==> src/rtl/fetch_stage_if.sv <==
// Fetch-stage bus: redirect/stall controls, instruction-memory port and IF/ID register outputs.
// master = fetch_stage side, slave = surrounding pipeline / memory side.
interface fetch_stage_if;
    logic        stall;
    logic        branch_taken;
    logic [15:0] branch_target;
    logic [15:0] imem_addr;
    logic [15:0] imem_data;
    logic [15:0] pc;
    logic [15:0] if_id_instr;
    logic [15:0] if_id_pc_plus2;
    logic        if_id_valid;
    logic        fetch_halted;

    modport master (
        input  stall, branch_taken, branch_target, imem_data,
        output imem_addr, pc, if_id_instr, if_id_pc_plus2, if_id_valid, fetch_halted
    );

    modport slave (
        output stall, branch_taken, branch_target, imem_data,
        input  imem_addr, pc, if_id_instr, if_id_pc_plus2, if_id_valid, fetch_halted
    );
endinterface

==> src/rtl/fetch_stage.sv <==
// Instruction-fetch stage: PC register, IF/ID pipeline register, stall hold,
// branch flush and HLT freeze (priority: flush > stall > halted > fetch).
module fetch_stage #(
    parameter logic [15:0] RESET_PC   = 16'h0000,
    parameter logic [3:0]  HLT_OPCODE = 4'hF
) (
    input  logic          clk,
    input  logic          rst_n,
    fetch_stage_if.master bus
);
    typedef enum logic {FETCH, HALTED} state_t;

    state_t      state;
    logic [15:0] pc_q;
    logic [15:0] instr_q;
    logic [15:0] pc_plus2_q;
    logic        valid_q;
    logic [15:0] pc_next_seq;

    assign pc_next_seq = pc_q + 16'd2;

    always_ff @(posedge clk or negedge rst_n) begin
        if (!rst_n) begin
            state      <= FETCH;
            pc_q       <= RESET_PC;
            instr_q    <= '0;
            pc_plus2_q <= '0;
            valid_q    <= 1'b0;
        end else if (bus.branch_taken) begin
            // Flush also cancels an HLT that was fetched in the branch shadow.
            state      <= FETCH;
            pc_q       <= bus.branch_target & 16'hFFFE;
            instr_q    <= '0;
            pc_plus2_q <= '0;
            valid_q    <= 1'b0;
        end else if (!bus.stall) begin
            case (state)
                HALTED: begin
                    instr_q <= '0;
                    valid_q <= 1'b0;
                end
                default: begin
                    instr_q    <= bus.imem_data;
                    pc_plus2_q <= pc_next_seq;
                    valid_q    <= 1'b1;
                    if (bus.imem_data[15:12] == HLT_OPCODE) begin
                        state <= HALTED;
                    end else begin
                        pc_q <= pc_next_seq;
                    end
                end
            endcase
        end
    end

    assign bus.imem_addr      = {pc_q[15:1], 1'b0};
    assign bus.pc             = pc_q;
    assign bus.if_id_instr    = instr_q;
    assign bus.if_id_pc_plus2 = pc_plus2_q;
    assign bus.if_id_valid    = valid_q;
    assign bus.fetch_halted   = (state == HALTED);
endmodule

==> src/flat_wrapper.sv <==
// flat-port wrapper written by rule: the top's interface ports become plain ports
module fetch_stage_flat 
#(
    parameter logic [15:0] RESET_PC   = 16'h0000,
    parameter logic [3:0]  HLT_OPCODE = 4'hF
)
  (clk, rst_n, bus_stall, bus_branch_taken, bus_branch_target, bus_imem_data, bus_imem_addr, bus_pc, bus_if_id_instr, bus_if_id_pc_plus2, bus_if_id_valid, bus_fetch_halted);
  fetch_stage_if bus_i ();
  input  logic clk;
  input  logic rst_n;
  input wire logic [$bits(bus_i.stall)-1:0] bus_stall;
  input wire logic [$bits(bus_i.branch_taken)-1:0] bus_branch_taken;
  input wire logic [$bits(bus_i.branch_target)-1:0] bus_branch_target;
  input wire logic [$bits(bus_i.imem_data)-1:0] bus_imem_data;
  output wire logic [$bits(bus_i.imem_addr)-1:0] bus_imem_addr;
  output wire logic [$bits(bus_i.pc)-1:0] bus_pc;
  output wire logic [$bits(bus_i.if_id_instr)-1:0] bus_if_id_instr;
  output wire logic [$bits(bus_i.if_id_pc_plus2)-1:0] bus_if_id_pc_plus2;
  output wire logic [$bits(bus_i.if_id_valid)-1:0] bus_if_id_valid;
  output wire logic [$bits(bus_i.fetch_halted)-1:0] bus_fetch_halted;
  assign bus_i.stall = bus_stall;
  assign bus_i.branch_taken = bus_branch_taken;
  assign bus_i.branch_target = bus_branch_target;
  assign bus_i.imem_data = bus_imem_data;
  assign bus_imem_addr = bus_i.imem_addr;
  assign bus_pc = bus_i.pc;
  assign bus_if_id_instr = bus_i.if_id_instr;
  assign bus_if_id_pc_plus2 = bus_i.if_id_pc_plus2;
  assign bus_if_id_valid = bus_i.if_id_valid;
  assign bus_fetch_halted = bus_i.fetch_halted;
  fetch_stage #(.RESET_PC(RESET_PC), .HLT_OPCODE(HLT_OPCODE)) u_core (.clk(clk), .rst_n(rst_n), .bus(bus_i));
endmodule
==> config.mk <==
export PLATFORM = sky130hd
export DESIGN_NAME = fetch_stage_flat
export DESIGN_NICKNAME = d
export VERILOG_FILES = /design/src/rtl/fetch_stage_if.sv /design/src/rtl/fetch_stage.sv /design/src/flat_wrapper.sv
export SDC_FILE = /design/constraint.sdc
export NUM_CORES = 1
export LEC_CHECK = 0
export CAP_MARGIN = 5
export CORE_ASPECT_RATIO = 1.25
export CORE_MARGIN = 5
export CORE_UTILIZATION = 39
export DETAILED_ROUTE_END_ITERATION = 6
export PLACE_DENSITY = 0.76
export SYNTH_ARGS = -nofsm -noshare
export SYNTH_HDL_FRONTEND = slang
export SYNTH_SLANG_ARGS = --single-unit
export TNS_END_PERCENT = 5
==> constraint.sdc <==
create_clock -name clk -period 1.7 [get_ports clk]
set_clock_uncertainty 0.1 [all_clocks]
set_input_delay 0.425 -clock clk [delete_from_list [all_inputs] [get_ports clk]]
set_output_delay 0.425 -clock clk [all_outputs]
set_load 0.005 [all_outputs]
---- Word-level counts from Yosys, hierarchy flattened ----
Cells that the tools add are included.
storage, ports and cells
  register bits after elaboration ......... 50
  input bits .............................. 36
  output and inout bits ................... 66
  word-level logic and storage cells ...... 29
operators by class
  $add $sub $neg .......................... 1
  eq/ne operators ......................... 4
  muxes and demuxes ....................... 17
  reductions and logical operators ........ 2
operator list
  kind                                                             number
  16-bit two-way mux                                               10
  16-bit by 2-bit adder with 16-bit output, second input constant  1
  1-bit two-way mux                                                7
  4-bit == test, second input constant                             1
  2-bit != test, second input constant                             2
  3-bit AND reduction                                              1
  2-bit by 1-bit != test with 1-bit output, second input constant  1
  2-bit AND reduction                                              1

---- Longest topological paths before layout ----
Gate-level depths: netlist of the first run.
  word-level depth ........................ 5
  gate-level depth with buffers ........... 5
  gate-level depth less buffers ........... 5

---- Least setup slack after synthesis of the first run ----
Ideal clock, no wire load.
  path type ............................... flip-flop to flip-flop
  start point ............................. register u_core.pc_q[1], in the netlist u_core.bus.pc[1]
  end point ............................... register u_core.pc_q[13], in the netlist u_core.bus.pc[13]
  setup time .............................. 82 ps
  arrival time ............................ 1679 ps
  required time ........................... 1518 ps
  path slack .............................. -160 ps
  cell stages (with the launch flop) ...... 6
  path buffers ............................ 0
  period minus slack after synthesis ...... 1860 ps
  cells stage by stage .................... dfrtp_1 > ha_1 > nand4_1 > or4_4 > or3_1 > a31oi_1
on the way
  word-level cells in the longest chain between the ends .. 5
RTL lines
  item                                      RTL line           source
  start: declaration                        fetch_stage.sv:14  logic [15:0] pc_q;
  start signal: assignment                  fetch_stage.sv:32  pc_q <= bus.branch_target & 16'hFFFE;
  start signal: assignment                  fetch_stage.sv:49  pc_q <= pc_next_seq;
  16-bit by 2-bit adder with 16-bit output  fetch_stage.sv:20  assign pc_next_seq = pc_q + 16'd2;
  16-bit two-way mux                        fetch_stage.sv:46  if (bus.imem_data[15:12] == HLT_OPCODE) begin
  16-bit two-way mux                        fetch_stage.sv:37  case (state)
  16-bit two-way mux                        fetch_stage.sv:36  end else if (!bus.stall) begin
  16-bit two-way mux                        fetch_stage.sv:29  end else if (bus.branch_taken) begin
No other way between the ends. The select of a mux whose other input is x is not followed.
A chain may end at the register's enable or synchronous reset.

---- Worst setup path in the final report of the first run ----
  start point ............................. register u_core.pc_q[10], in the netlist u_core.bus.pc[10]
  end point ............................... register u_core.pc_q[13], in the netlist u_core.bus.pc[13]
Same word-level chain as after synthesis.

==> results by group, run 1 <==
Cells and area
  • Post-route cell area: 4000 µm²
  • Layout Nets: 403
  • Fillers: 502
  • Layout cells sized above 1: 0.210
  • Most frequent cells in the layout: dlygate4sd2_1 (45), dfrtp_1 (45), buf_4 (41), clkdlybuf4s50_1 (28), dlymetal6s2s_1 (23)
  • Area Growth Syn to Fin: 61.0%
  • Inserted Diodes: 0
  • Final Non-Filler Cells: 452

Clocking
  • Clk buf depth: 2
  • CTS Buf Count: 5
  • Root buffer cell: clkbuf_8
  • Htree depth: 2
  • CTS clk-pin slew, worst paths: 90 ps
  • Sink Count: 49
  • Later-pin clock latency in the skew report: 300 ps
  • TritonCTS clock tree: done

Run
  • Max-Cap Viols: 0

Critical path
  • Worst R2R Path Depth: 5
  • CP Launch Type: flop
  • R2r setup slk: -90 ps
  • CP endpoint: u_core.bus.pc[13]
  • Reg2reg end: u_core.bus.pc[13]
  • Crit path kind: flop to flop
  • Worst R2R Start: u_core.bus.pc[10]
  • Critical Path AT: 1910 ps
  • Worst Setup SP: u_core.bus.pc[10]
  • Crit Path Max Fanout: 3
  • Setup crit end kind: flop
  • Worst Path Required: 1820 ps

Power
  • Static leakage: 2.14 nW
  • Pwr Density: 780 nW/µm²
  • Pwr Total: 0.00312 W
  • Peak VDD IR: 0.446 mV

Timing
  • Setup tns final: -184 ps
  • Tmin final: 1790 ps
  • RSZ-0062 raised after global routing: true
  • Final WS setup: -87.0 ps
  • Max Freq: 560 MHz
  • Setup Viol. Count Final: 5
  • Endpoints failing hold: 0
  • Period Utilization, post-route: 1.05
  • Slew Viols, Final: 0

Global route
  • Global-route wire length before repair: 11200 µm
  • Remaining Overflow, GRT: 0
  • GRT Util Overall: 0.177
  • Initial antenna violation count: 0
  • Vias in the first global route: 2364
  • Largest net degree at the start of global routing: 33

Floorplanning
  • Core area: 6210 µm²
  • Die Height: 99.3 µm
  • I/O Pins: 102
  • Std-Cell Rows: 32
  • Initial Util: 0.401
  • Die area: 8080 µm²
  • Die width: 81.4 µm

Detailed routing
  • Total Wirelength: 7020 µm
  • Initial DRT Pass Iterations: 6
  • Drt wl/cell: 15.5 µm
  • ANT nets after route: 0
  • Iter 0 DRT Violations: 66
  • Drt via density: 5.00
  • Via count: 2259
  • DRC errors left: 0

Yosys
  • Cell variety after synth: 46
  • Post-synth EDFFs: 0
  • Yosys reg bits: 49
  • Post-Syn Area: 2490 µm²
  • Ys Warns: 0
  • Mapped Cells: 241
  • Asr flop ratio synth: 1.00
  • Seq/Total Area, Yosys: 0.493
  • Mapped Avg Cell Area: 10.3 µm²
  • Leading register cell type out of synthesis: dfrtp_1

Place
  • Pre-CTS setup slack: -472 ps
  • PortBufs: 98
  • Placed Cells: 433
  • HPWL Detailed: 5220 µm
  • Final RePlAce weighted congestion: 0.885
  • Post-Place Cell Area: 3740 µm²

Min path
  • Hold WC Path Type: flop to flop

Status
  • Status: complete, but fails checks
  • Violated checks: negative setup slack
-- registers in the layout, summed over array words and instances (netlist names) --
register	flops
u_core.bus.if_id_instr	16
u_core.bus.if_id_pc_plus2	16
u_core.bus.pc	15
u_core.bus.fetch_halted	1
u_core.bus.if_id_valid	1
-- worst min-delay path by stage --
stage,startpoint,to,slack (ps),cells past startpoint
finish,u_core.bus.if_id_valid,u_core.bus.if_id_valid,380,1
global route,bus_imem_data[14],u_core.bus.if_id_instr[14],380,2
CTS,u_core.bus.if_id_valid,u_core.bus.if_id_valid,390,1
detailed placement,rst_n,u_core.bus.if_id_instr[8],280,1
global placement,rst_n,u_core.bus.if_id_instr[8],280,1
floorplan,rst_n,u_core.bus.fetch_halted,30,0
-- cell families (layout without fill, tap and decap cells) --
family                   Yosys count  count (layout)  share of synthesized area
AND/OR/NAND/NOR                   74              74                      0.168
AO/OA/AOI/OAI                     58              58                      0.160
XOR/XNOR                          19              19                     0.0669
flip-flops                        49              49                      0.493
multiplexers                       3               3                     0.0121
buffers and inverters             36             161                     0.0936
other                              1               2                    0.00151
adder cells (fa/ha/maj)            1               1                    0.00503
-- critical path, stage by stage, from the launching register on --
cell and delay [ps]:
dfrtp_1 380, buf_4 130, nand4_4 110, or4_4 510, or3_1 310, a31oi_1 160
-- synth_stat cells, types with 2 or more instances --
cell type	n	area, µm²
dfrtp_1	49	1230
nor2_1	19	71.3
buf_4	18	135
nand2_1	17	63.8
a22o_1	16	140
o21ai_0	16	80.1
xor2_1	10	87.6
clkbuf_1	9	33.8
xnor2_1	9	78.8
a211oi_1	8	60.1
a21oi_1	7	35.0
nand3_1	7	35.0
a31oi_1	5	31.3
nor4_1	4	25.0
inv_1	3	11.3
mux2i_1	3	30.0
nand4_1	3	18.8
nor3_1	3	15.0
or3_1	3	18.8
and3_1	2	12.5
buf_2	2	10.0
clkbuf_8	2	27.5
nand2b_1	2	12.5
nor2b_1	2	12.5
-- power breakdown --
| part | leakage [nW] | switching, W | internal, W | total (W) |
|---|---|---|---|---|
| combinational | 1.45 | 0.000356 | 0.000464 | 0.000820 |
| sequential | 0.621 | 0.0000667 | 0.00126 | 0.00133 |
| clock | 0.0681 | 0.000392 | 0.000584 | 0.000976 |
| total | 2.14 | 0.000815 | 0.00231 | 0.00312 |
-- through the flow --
step / util / hold slack [ps]
after floorplan: - / 29.4
after global placement: 0.603 / 277
after detailed placement: 0.603 / 280
after CTS: 0.630 / 387
after global routing: 0.645 / 384
final: 0.645 / 382
-- routing by layer --
metal,global-route usage,share of wire,vias to the layer above
met1,0.219,0.42,1091
met4,0.0715,0.014,0
met5,0,0,-
li1,-,-,1090
met3,0.0172,0.042,9
met2,0.309,0.52,69
-- layout make-up --
class	instances	area, µm²	area share
clock inverters	3	65.1	0.0162
clock buffers	5	68.8	0.0172
repair buffers	150	1450	0.361
flip-flops and latches	49	1230	0.307
well taps	85	106	0.0266
inverters	3	11.3	0.00281
multi-input cells	157	1070	0.268
-- repair_timing --
| item | CTS | global route |
|---|---|---|
| pin swaps | 3 | 1 |
| gates resized for setup | 54 | 30 |
| endpoints found under the setup margin | 60 | 41 |
| hold endpoints to repair | 17 | 0 |
| cloned | 0 | 0 |
| buffers inserted | 8 | 2 |
| hold buffers | 1 | 0 |
Power figures use the tool's default switching activity.
==> run 2: changes to the inputs <==
--- a/config.mk
+++ b/config.mk
@@ -8,9 +8,9 @@
 export CAP_MARGIN = 5
 export CORE_ASPECT_RATIO = 1.25
 export CORE_MARGIN = 5
-export CORE_UTILIZATION = 39
+export CORE_UTILIZATION = 46
 export DETAILED_ROUTE_END_ITERATION = 6
-export PLACE_DENSITY = 0.76
+export PLACE_DENSITY = 0.84
 export SYNTH_ARGS = -nofsm -noshare
 export SYNTH_HDL_FRONTEND = slang
 export SYNTH_SLANG_ARGS = --single-unit
==> constraint.sdc (replaced) <==
create_clock -name clk -period 2.1 [get_ports clk]
set_clock_uncertainty 0.1 [all_clocks]
set_input_delay 0.525 -clock clk [delete_from_list [all_inputs] [get_ports clk]]
set_output_delay 0.525 -clock clk [all_outputs]
set_load 0.005 [all_outputs]
==> run 2 against run 1 <==
Compared with the run above:
- register-to-register slack improved by 250 ps
- routed wire length decreased by 4.6%
- the run now ends clean
- first-iteration DRC count increased by 7.6%
- largest power group unchanged
- sequential share of layout area up 3.2 points
- power is 23% lower
==> results by group, run 2 (same netlist as run 1, synthesis figures left out) <==
Floorplanning
  • Die Height: 92.2 µm
  • Die area: 6980 µm²
  • Die width: 75.8 µm
  • I/O Pins: 102
  • Std-Cell Rows: 30
  • Core area: 5330 µm²
  • Initial Util: 0.466

Critical path
  • CP Launch Type: flop
  • Crit Path Max Fanout: 8
  • CP delay by family, top: buffers and inverters
  • CP bufs+invs: 1
  • Crit path kind: flop to output port
  • Worst Path Required: 1470 ps
  • Worst stage delay on the critical path: 580 ps
  • Critical Path AT: 1410 ps
  • Slowest-stage cell, CP: clkdlybuf4s50_1
  • Setup crit end kind: output port
  • Worst path cell trace: clkdlybuf4s50_1

Clocking
  • Later-pin clock latency in the skew report: 310 ps
  • TritonCTS clock tree: done
  • CTS Buf Count: 5
  • Post-CTS setup buffers: 0
  • Root buffer cell: clkbuf_8
  • Hold_buf cts: 0
  • Clk buf depth: 2
  • Sink Count: 49
  • Post_cts resized: 1
  • CTS clk-pin slew, worst paths: 90 ps
  • Htree depth: 2

Cells and area
  • Fillers: 426
  • Area Growth Syn to Fin: 45.6%
  • Layout cells sized above 1: 0.125
  • Layout Nets: 371
  • Post-route cell area: 3620 µm²
  • Most frequent cells in the layout: clkdlybuf4s50_1 (97), dfrtp_1 (46), buf_4 (19), nor2_1 (17), nand2_1 (17)
  • Most common cell after layout, fill and taps aside: clkdlybuf4s50_1
  • Inserted Diodes: 0

Detailed routing
  • Initial DRT Pass Iterations: 4
  • Drt via density: 5.47
  • Via count: 2182
  • ANT nets after route: 0
  • Iter 0 DRT Violations: 71
  • Drt wl/cell: 16.8 µm
  • Total Wirelength: 6700 µm
  • DRC errors left: 0

Min path
  • Hold WC Path Type: primary input to async pin

Power
  • Pwr Density: 660 nW/µm²
  • Pwr Total: 0.00239 W
  • Static leakage: 1.52 nW
  • Peak VDD IR: 0.360 mV

Timing
  • Max Freq: 490 MHz
  • Period Utilization, post-route: 0.971
  • Setup Viol. Count Final: 0
  • Tmin final: 2040 ps
  • Endpoints failing hold: 0
  • RSZ-0062 raised after global routing: false
  • Least-Margin Pin Slew: 694 ps
  • Slew margin rel.: 0.535
  • Slew Viols, Final: 0

Place
  • Final RePlAce weighted congestion: 0.829
  • PortBufs: 98
  • HPWL Detailed: 5080 µm
  • Post-Place Cell Area: 3490 µm²

Global route
  • Met3 usage: 0.0373
  • Vias in the first global route: 2206
  • GRT Util Overall: 0.202
  • Initial antenna violation count: 0
  • Met1 Use GR: 0.239
  • Met2 Use GR: 0.346
  • Global-route wire length before repair: 10800 µm
  • Largest net degree at the start of global routing: 32
  • Remaining Overflow, GRT: 0
  • Top Usage Layer GRT: met2

Status
  • Status: finished, final reports clean

Run
  • Max-Cap Viols: 0
## run 2: per-layer routing
metal  part of all wire  up-vias
met1               0.40     1057
met3              0.064       10
li1                   -     1025
met5                  0        -
met2               0.52       90
met4              0.021        0
## run 2: worst paths after layout
check                                            start  cells after the start  slack [ps]                           end
worst max-delay path                  u_core.bus.pc[5]                      1          60              bus_imem_addr[5]
worst min-delay path                             rst_n                      1          60  u_core.bus.if_id_pc_plus2[1]
worst max register to register        u_core.bus.pc[2]                      5         160             u_core.bus.pc[13]
worst min register to register  u_core.bus.if_id_valid                      1         400        u_core.bus.if_id_valid
max in group asynchronous                        rst_n                      2        1310    u_core.bus.if_id_instr[13]
min in group clk                u_core.bus.if_id_valid                      1         400        u_core.bus.if_id_valid
## run 2: cell type report
type                    instances  area [µm²]  area share
flip-flops and latches         49        1230       0.340
inverters                       3        11.3     0.00311
clock inverters                 1        30.0     0.00830
multi-input cells             157        1040       0.288
well taps                      64        80.1      0.0221
clock buffers                   7        86.3      0.0239
repair buffers                118        1140       0.315
## run 2: power breakdown
part | switching [W] | internal (W) | leakage, nW
clock network | 0.000309 | 0.000389 | 0.0585
logic | 0.000235 | 0.000354 | 0.836
registers | 0.0000844 | 0.00102 | 0.622
## run 2: through the flow
step	TNS [ps]	cells	setup WS (ps)	util	hold WS [ps]
global placement	-6100	391	-319	0.655	366
finish	0	399	60.4	0.679	60.3
CTS	0	399	8.43	0.677	62.6
floorplan	0	242	157	-	129
detailed placement	-8440	391	-455	0.655	390
global route	0	399	4.88	0.679	89.3
==> edit (config.mk and constraints of run 1) <==
Reset style: synchronous (`rst_n`), changed in one clocked block.
--- a/src/rtl/fetch_stage.sv
+++ b/src/rtl/fetch_stage.sv
@@ -20,5 +20,5 @@
     assign pc_next_seq = pc_q + 16'd2;
 
-    always_ff @(posedge clk or negedge rst_n) begin
+    always_ff @(posedge clk) begin
         if (!rst_n) begin
             state      <= FETCH;
Formal check against the unedited RTL: differs if rst_n is asserted again (counterexample within 4 cycles, from zero or initial values and one cycle with rst_n low); with rst_n held inactive, the same outputs for 10 cycles.
==> edit against run 1 <==
  * Routed wire length barely moved
  * Count of clock-buffer cells in the layout rose by 1
  * Sequential power fell by 8%
  * Fmax rose by 3.6%
  * Synthesized area fell by 9.6%
  * Critical path type unchanged
  * Worst setup slack improved by 0.062 ns
  * Total power fell by 17%
  * Final cell count fell by 0.22%
  * The run still ends with negative setup slack left
  * Design area fell by 5.5%
  * Highest routed layer unchanged
  * First-iteration DRC count rose by 140%
  * Sequential cell count fell by 1
==> edit: results (changes against run 1) <==
Final layout
  • Non-filler cells, final: 451 (-0.22%)
  • Layout fillers: 471 (-6.2%)

GRT
  • GRT met1 Usage: 0.200 (-0.0192)
  • Grt met3 use: 0.0697 (+0.0524)
  • Total GRT Usage: 0.182 (+0.00500)
  • Vias in the first global route: 2305 (-2.5%)

Route
  • First-pass DRT Iterations: 4 (-2)
  • Final WL: 7030 um (about the same)

Power
  • Pwr Total: 2.60 mW (-17%)
  • Clock share of power: 0.315 (+0.003)

STA
  • Fin Setup TNS: -0.0415 ns (+0.142 ns)
  • Post-route setup slack: -0.0250 ns (+0.0620 ns)
  • Final setup viols: 3 (-2)

Placed design
  • Post-Place Setup Slack: -0.392 ns (+0.0801 ns)
  • Final GP Congestion: 0.838 (-5.4%)
  • Placed cell area: 0.00354 mm2 (-5.4%)

Status
  • Failing checks: negative setup slack
  • Outcome: complete, but fails checks

Yosys
  • Post-Synthesis Cells: 262 (+8.7%)
  • FFs w/ async S/R, synth: 0 (-1.00)
  • Synth cell types: 43 (-6.5%)
  • Seq/Total Area, Yosys: 0.428 (-0.0656)

Worst setup path
  • Worst-path maximum fanout: 6 (+3)
  • Slowest-stage cell, CP: dfxtp_4
  • Largest delay share family, worst path: flip-flops
  • End of the critical path: u_core.bus.if_id_pc_plus2[13]
[edit: changes by cell type after synthesis, moves of 3 or more]
cell	run 1	this run
a21oi_1	7	20
a22o_1	16	0
a22oi_1	1	16
a31oi_1	5	2
clkbuf_1	9	16
dfrtp_1	49	0
dfxtp_1	0	48
nand2_1	17	10
nor2_1	19	31
nor3_1	3	6
o21ai_0	16	22
xnor2_1	9	15
xor2_1	10	6
[edit: per-layer routing]
| layer | up-vias | share of wire |
|---|---|---|
| met5 | - | 0 |
| met4 | 0 | 0.0080 |
| met1 | 1104 | 0.39 |
| met2 | 93 | 0.51 |
| met3 | 6 | 0.094 |
| li1 | 1148 | - |
[edit: area by class of cell]
| cell class | instances | area (um2) | area share |
|---|---|---|---|
| Multi-Input combinational cell | 177 | 1180 | 0.311 |
| Clock inverter | 2 | 35.0 | 0.00926 |
| Clock buffer | 6 | 72.6 | 0.0192 |
| Sequential cell | 48 | 997 | 0.263 |
| Inverter | 3 | 11.3 | 0.00298 |
| Tap cell | 66 | 82.6 | 0.0218 |
| Timing Repair Buffer | 149 | 1410 | 0.373 |
[edit: worst min-delay path: cells and delay by family (launching register included)]
kind / cells / cell delay [ns]
flip-flops: 1 / 0.32
AND/OR/NAND/NOR: 1 / 0.06
AO/OA/AOI/OAI: 1 / 0.06
[edit: kinds of logic after synthesis]
family | Yosys count | synth area share
xor+xnor | 21 | 0.0819
flops | 48 | 0.428
compound gates | 72 | 0.195
simple gates | 78 | 0.183
fa+ha+maj | 1 | 0.00557
other cells | 1 | 0.00167
mux | 2 | 0.00947
buf+inv | 39 | 0.0963
[edit: timing repair]
| action | 4_1_cts | 5_1_grt |
|---|---|---|
| endpoints found under the setup margin | 52 | 44 |
| pin swaps | 2 | 3 |
| resized for setup | 60 | 35 |
| buffers inserted | 1 | 2 |
